--- src/rtl/uart_pkg.sv ---
// Shared definitions for the UART receive framing stage.
//   state_t            : framing FSM state encoding (BREAK_WAIT is only reachable
//                        when UART_RX_BREAK_DETECT_EN is defined)
//   PARITY_EVEN/ODD    : par_type encodings
//   DEFAULT_DATA_WIDTH : default number of data bits per frame
package uart_pkg;

    typedef enum logic [2:0] {
        IDLE       = 3'd0,
        DATA       = 3'd1,
        PARITY     = 3'd2,
        STOP       = 3'd3,
        BREAK_WAIT = 3'd4
    } state_t;

    localparam logic PARITY_EVEN = 1'b0;
    localparam logic PARITY_ODD  = 1'b1;

    localparam int DEFAULT_DATA_WIDTH = 8;

endpackage

--- src/rtl/uart_rx_frame_fsm.sv ---
// UART receive framing FSM, fed by the oversampler's per-bit tick.
// Detects the start bit, assembles DATA_WIDTH data bits LSB first, an optional
// parity bit and one stop bit, then reports the frame with registered
// one-clock pulses.
//
// Optional feature macro: UART_RX_BREAK_DETECT_EN
//   defined   : an all-zero frame (data, parity, stop) raises break_det together
//               with framing_error and parks the FSM in BREAK_WAIT until a 1 tick.
//   undefined : break_det is tied 0; an all-zero frame is only a framing error.
//
// Ports:
//   clk           system clock
//   rst           asynchronous active-low reset
//   bit_tick      one-clock pulse per bit period
//   bit_in        voted bit value, valid with bit_tick
//   par_en        frame carries a parity bit (latched at start bit)
//   par_type      0 = even, 1 = odd parity (latched at start bit)
//   rx_data       last good frame's data
//   rx_valid      one-clock pulse, rx_data updated
//   parity_error  one-clock pulse with rx_valid on parity mismatch
//   framing_error one-clock pulse, stop bit sampled 0
//   busy          FSM not idle
//   break_det     one-clock pulse on line break
module uart_rx_frame_fsm
    import uart_pkg::*;
#(
    parameter int DATA_WIDTH = DEFAULT_DATA_WIDTH
) (
    input  logic                  clk,
    input  logic                  rst,
    input  logic                  bit_tick,
    input  logic                  bit_in,
    input  logic                  par_en,
    input  logic                  par_type,
    output logic [DATA_WIDTH-1:0] rx_data,
    output logic                  rx_valid,
    output logic                  parity_error,
    output logic                  framing_error,
    output logic                  busy,
    output logic                  break_det
);

    localparam int CNT_W = $clog2(DATA_WIDTH + 1);
    localparam logic [CNT_W-1:0] LAST_BIT = CNT_W'(DATA_WIDTH - 1);

    state_t                state, state_n;
    logic [CNT_W-1:0]      cnt, cnt_n;
    logic [DATA_WIDTH-1:0] shreg, shreg_n;
    logic                  cfg_pen, cfg_pen_n;
    logic                  cfg_ptype, cfg_ptype_n;
    logic                  par_bit, par_bit_n;
    logic [DATA_WIDTH-1:0] rx_data_n;
    logic                  rx_valid_n, parity_error_n, framing_error_n;

`ifdef UART_RX_BREAK_DETECT_EN
    logic brk_q, brk_n;
`endif

    always_ff @(posedge clk or negedge rst) begin
        if (!rst) begin
            state         <= IDLE;
            cnt           <= '0;
            shreg         <= '0;
            cfg_pen       <= 1'b0;
            cfg_ptype     <= PARITY_EVEN;
            par_bit       <= 1'b0;
            rx_data       <= '0;
            rx_valid      <= 1'b0;
            parity_error  <= 1'b0;
            framing_error <= 1'b0;
`ifdef UART_RX_BREAK_DETECT_EN
            brk_q         <= 1'b0;
`endif
        end else begin
            state         <= state_n;
            cnt           <= cnt_n;
            shreg         <= shreg_n;
            cfg_pen       <= cfg_pen_n;
            cfg_ptype     <= cfg_ptype_n;
            par_bit       <= par_bit_n;
            rx_data       <= rx_data_n;
            rx_valid      <= rx_valid_n;
            parity_error  <= parity_error_n;
            framing_error <= framing_error_n;
`ifdef UART_RX_BREAK_DETECT_EN
            brk_q         <= brk_n;
`endif
        end
    end

    always_comb begin
        state_n         = state;
        cnt_n           = cnt;
        shreg_n         = shreg;
        cfg_pen_n       = cfg_pen;
        cfg_ptype_n     = cfg_ptype;
        par_bit_n       = par_bit;
        rx_data_n       = rx_data;
        rx_valid_n      = 1'b0;
        parity_error_n  = 1'b0;
        framing_error_n = 1'b0;
`ifdef UART_RX_BREAK_DETECT_EN
        brk_n           = 1'b0;
`endif
        if (bit_tick) begin
            case (state)
                IDLE: begin
                    if (!bit_in) begin
                        // Parity config is frozen for the whole frame here.
                        state_n     = DATA;
                        cnt_n       = '0;
                        cfg_pen_n   = par_en;
                        cfg_ptype_n = par_type;
                        par_bit_n   = 1'b0;
                    end
                end
                DATA: begin
                    // Right shift: first received bit ends up in bit 0.
                    shreg_n = {bit_in, shreg[DATA_WIDTH-1:1]};
                    cnt_n   = cnt + 1'b1;
                    if (cnt == LAST_BIT)
                        state_n = cfg_pen ? PARITY : STOP;
                end
                PARITY: begin
                    par_bit_n = bit_in;
                    state_n   = STOP;
                end
                STOP: begin
                    state_n = IDLE;
                    if (bit_in) begin
                        rx_data_n      = shreg;
                        rx_valid_n     = 1'b1;
                        parity_error_n = cfg_pen && (par_bit != ((^shreg) ^ cfg_ptype));
                    end else begin
                        framing_error_n = 1'b1;
`ifdef UART_RX_BREAK_DETECT_EN
                        if (shreg == '0 && !(cfg_pen && par_bit)) begin
                            brk_n   = 1'b1;
                            state_n = BREAK_WAIT;
                        end
`endif
                    end
                end
`ifdef UART_RX_BREAK_DETECT_EN
                BREAK_WAIT: begin
                    // Hold off re-arming until the line returns to idle.
                    if (bit_in)
                        state_n = IDLE;
                end
`endif
                default: state_n = IDLE;
            endcase
        end
    end

    assign busy = (state != IDLE);

`ifdef UART_RX_BREAK_DETECT_EN
    assign break_det = brk_q;
`else
    assign break_det = 1'b0;
`endif

endmodule

--- config.mk ---
export PLATFORM = sky130hd
export DESIGN_NAME = uart_rx_frame_fsm
export DESIGN_NICKNAME = d
export VERILOG_FILES = /design/src/rtl/uart_pkg.sv /design/src/rtl/uart_rx_frame_fsm.sv
export SDC_FILE = /design/constraint.sdc
export NUM_CORES = 1
export LEC_CHECK = 0
export CAP_MARGIN = 40
export CORE_ASPECT_RATIO = 1.1
export CORE_MARGIN = 2
export CORE_UTILIZATION = 60
export CTS_CLUSTER_DIAMETER = 40
export DETAILED_ROUTE_END_ITERATION = 8
export DONT_BUFFER_PORTS = 1
export PLACE_DENSITY = 0.76
export SLEW_MARGIN = 20
export SYNTH_ARGS = -nofsm -noshare
export SYNTH_HDL_FRONTEND = slang
export SYNTH_SLANG_ARGS = --single-unit
--- constraint.sdc ---
create_clock -name clk -period 3.7 [get_ports clk]
set_input_delay 0.74 -clock clk [delete_from_list [all_inputs] [get_ports clk]]
set_output_delay 0.74 -clock clk [all_outputs]
set_load 0.005 [all_outputs]
# Word-level counts from Yosys, hierarchy flattened
# Index checks and enable logic that the tools add are counted.
# op_classes
addsub	1
eq_ne	7
mux	17
bitwise	2
reduce_logical	12
# ops
cell	n
$reduce_and A3 Y1	5
$mux W1	11
$pmux W3 S3	1
$pmux W4 S2	1
$reduce_xor A8 Y1	1
$eq A3 B2 Y1 const B	2
$mux W3	2
$add A4 B1 Y4 const B	1
$eq A4 B3 Y1 const B	1
$mux W4	1
$ne A2 B2 Y1 const B	2
$reduce_bool A2 Y1	2
$eq A3 B1 Y1 const B	1
$logic_not A3 Y1	1
$reduce_bool A3 Y1	1
$pmux W1 S2	1
$reduce_and A2 Y1	1
$logic_and A1 B1 Y1	1
$ne A1 B1 Y1	1
$not A1 Y1	1
$xor A1 B1 Y1	1
# totals
register_bits	29
out_inout_bits	13
wordCells	49

# Longest topological paths before layout
# depth
depth_word	7
depth_mapped	7
ltp_nobuf	6

# Worst setup path before layout
# No wires, ideal clock.
# synth_path
path_type	input to register
start	in bit_tick
end	reg state[0]
setup_ns	0.125
arrival_time_ns	1.496
slack_ns	2.079
path_stages	4
path_buffers	1
path_cell_list	buf_2 nand2_1 a21oi_1 mux2_2
# synth_via
elab_chain_len	1
# synth_lines
item	line_no	source
start, declared	uart_rx_frame_fsm.sv:31	input logic bit_tick,
$reduce_and A3 Y1 (no line)	--	
end signal, assigned	uart_rx_frame_fsm.sv:75	state <= state_n;
end, declared	uart_rx_frame_fsm.sv:46	state_t state, state_n;
# Every way passes these cells.
# A chain may end at the register's enable or synchronous reset.

# Worst setup path after layout
# layout_path
start	reg state[0]
end	out busy
# layout_via
elab_chain_len	1
# layout_lines
item	line_no	source
$reduce_bool A3 Y1	uart_rx_frame_fsm.sv:156	assign busy = (state != IDLE);
end, declared	uart_rx_frame_fsm.sv:39	output logic busy,
# Every way passes these cells.

==> flow_metrics.tcl <==
set metrics [dict create \
    die_y_um 53.75 \
    vias_per_cell 5.754 \
    fin_crit_sh 0.5499 \
    clk_pin_slew_worst_paths_ns 0.14 \
    gp_congestion 0.7843 \
    dieArea_um2 2646 \
    max_stage_delay_ns 0.44 \
    dp.cells 138 \
    worstRegToRegCells 6 \
    grt_setup_unrepaired "false" \
    area_delta_synth_final_pct 3.800 \
    groute.usage.overall 0.1985 \
    cp.required_ns 2.96 \
    crit_chain "inv_1 -> ha_1 -> inv_1" \
    die_w_um 49.23 \
    avgSynthCellArea_um2 12.05 \
    post-dp-hpwl_mm 1.692 \
    synth-simple-area-share 0.09453 \
    ir_drop_mv 0.4491 \
    ys_seq_elements 28 \
    netlist_area_um2 1350 \
    timing_hold_violations_final 0 \
    fmax_mhz 491.5 \
    placementRows 18 \
    tightest_slew_ns 0.4984 \
    syn_nets 123 \
    final.setup_skew_ns 0.008272 \
    setup_viol 0 \
    drc 0 \
    hold_ws_ns 0.08658 \
    synth_top_family_by_area "multiplexers" \
    r2r-end "state[0]$_DFFE_PN0P_" \
    timing.max_cap.violations 0 \
    antenna_found_initial 0 \
    p_total_mw 1.241 \
    setup_tns_ns 0 \
    fin_util 0.6415 \
    relSlewSlack 0.6668 \
    routed_wl_mm 2.256 \
    p_per_area_nw_per_um2 885.5 \
    synth_cells 112 \
    post_cts_buffers 0 \
    routed-via-count 817 \
    cts_tree "yes" \
    io_buffers 0 \
    synth_xor_area_frac 0.06209 \
    initial_core_util 0.6180 \
    diodes 0 \
    htree_levels 1 \
    clockBufferDepth 2 \
    critical_path.endpoint_type "output pin" \
    reg2reg_from "state[0]$_DFFE_PN0P_" \
    postRouteAntennaNets 0 \
    p_leak_nw 0.6539 \
    crit_fanout 9 \
    ys_types 26 \
    endpoint "busy" \
    drt_iter0_drc 5 \
    numCtsBuffers 3 \
    grt_max_degree 29 \
    status "completed" \
    report.final.slew_viol_count 0 \
    critPathLaunchType "flop" \
    cts_hold_buf 0 \
    cts.repair.resized 0 \
    dr.pass1.iters 4 \
    grt_overflow 0 \
    worst_hold_path_type "in -> async" \
    ios 19 \
    layoutNonFillerInstCount 142 \
    critPathArrivalTime_ns 1.29 \
    cts_root_buffer "clkbuf_4" \
    worstSetupPathType "reg -> out" \
    cp-startpoint "state[0]$_DFFE_PN0P_" \
    r2r_slack_ns 1.97 \
    core-area_um2 2185 \
    finalNetCount 124 \
    layout-drive-gt1-share 0.2232 \
    cp_common_cell "inv_1" \
    clock_sinks 28 \
    wire_per_inst_um 15.89 \
    synth_fa_ha_area_frac 0.04634 \
    yosysSeqAreaShare 0.5190 \
    grt_pass1_vias 886 \
    crit_slowest_cell "dfrtp_1" \
    ys_warn_count 0 \
    grt_pass1_wl_mm 3.864 \
    clk_latency_ns 0.32 \
    synth_compound_area_frac 0.06673 \
    muxShareOfSynthArea 0.1752 \
    fin_crit_ns 2.035 \
]
==> cell families after synthesis <==
kind of cell,Yosys count
flops,28
other cells,1
simple gates,24
fa+ha+maj,5
xor+xnor,8
buf+inv,10
compound gates,15
mux,21
==> critical path, delay by kind of cell (launching register included) <==
family / cells / cell delay (ns)
adders and majority gates: 1 / 0.32
DFF: 1 / 0.44
buffers and inverters: 2 / 0.22
==> routing by layer <==
layer / up-vias / part of all wire / track usage
met3: 7 / 0.052 / 0.05556
met2: 20 / 0.52 / 0.3536
li1: 387 / - / -
met5: - / 0 / 0
met1: 403 / 0.41 / 0.2183
met4: 0 / 0.020 / 0.1095
==> cells in the final DEF (no fill, tap or decap), drive strengths merged, types with 3 or more instances in the layout <==
cell and n:
dfrtp 28, nand3 3, a21oi 4, xnor2 7, mux2 21, clkbuf 4, nand2 6, inv 6
nand2b 3, o21ai 6, ha 5
==> stage by stage <==
stage,area (µm²),worst slack [ns]
6_report,1401,1.665
5_1_grt,1401,1.576
4_1_cts,1401,1.664
3_5_place_dp,1365,2.012
3_3_place_gp,1365,2.071
2_1_floorplan,1350,2.079
==> Yosys cell counts, drive strengths merged <==
library cell / instances / share of area
dfrtp: 28 / 0.52
mux2: 21 / 0.18
xnor2: 7 / 0.045
inv: 6 / 0.017
nand2: 6 / 0.017
o21ai: 6 / 0.022
ha: 5 / 0.046
a21oi: 4 / 0.015
buf: 4 / 0.017
nand2b: 3 / 0.014
nand3: 3 / 0.011
a31oi: 2 / 0.0093
and2: 2 / 0.0093
nand4: 2 / 0.0093
nor2: 2 / 0.0056
nor2b: 2 / 0.0093
a221o: 1 / 0.0074
a32oi: 1 / 0.0065
and2b: 1 / 0.0056
and3: 1 / 0.0046
conb: 1 / 0.0028
nand3b: 1 / 0.0056
nor3: 1 / 0.0037
o311ai: 1 / 0.0065
xnor3: 1 / 0.017
==> state kept, by name, indices dropped and copies added, names as in the netlist <==
name and count:
cfg_pen 1, cfg_ptype 1, cnt 4, framing_error 1, par_bit 1, parity_error 1, rx_data 8, rx_valid 1
shreg 8, state 2
==> cell type report <==
cell class              count  area, µm²
well taps                  30      37.54
clock buffers               4      36.28
flip-flops and latches     28      700.7
multi-input cells          74      604.3
inverters                   6      22.52
fillers                   176      783.3
==> worst min-delay path by stage <==
stage          from  depth (start not counted)  slack, ns             endpoint
2_1_floorplan   rst                          0       0.44  cfg_pen$_DFFE_PN0P_
3_3_place_gp    rst                          0       0.45   cnt[3]$_DFFE_PN0P_
3_5_place_dp    rst                          0       0.44   cnt[1]$_DFFE_PN0P_
4_1_cts         rst                          0       0.07   cnt[1]$_DFFE_PN0P_
5_1_grt         rst                          0       0.06   cnt[1]$_DFFE_PN0P_
6_report        rst                          0       0.09   cnt[1]$_DFFE_PN0P_
==> where the power goes <==
| group | internal (mW) | total [mW] | switching [mW] |
|---|---|---|---|
| registers | 0.437 | 0.561 | 0.124 |
| logic | 0.310 | 0.537 | 0.227 |
| clock network | 0.0602 | 0.143 | 0.0824 |
No activity file was read; power rests on OpenSTA's default activity.
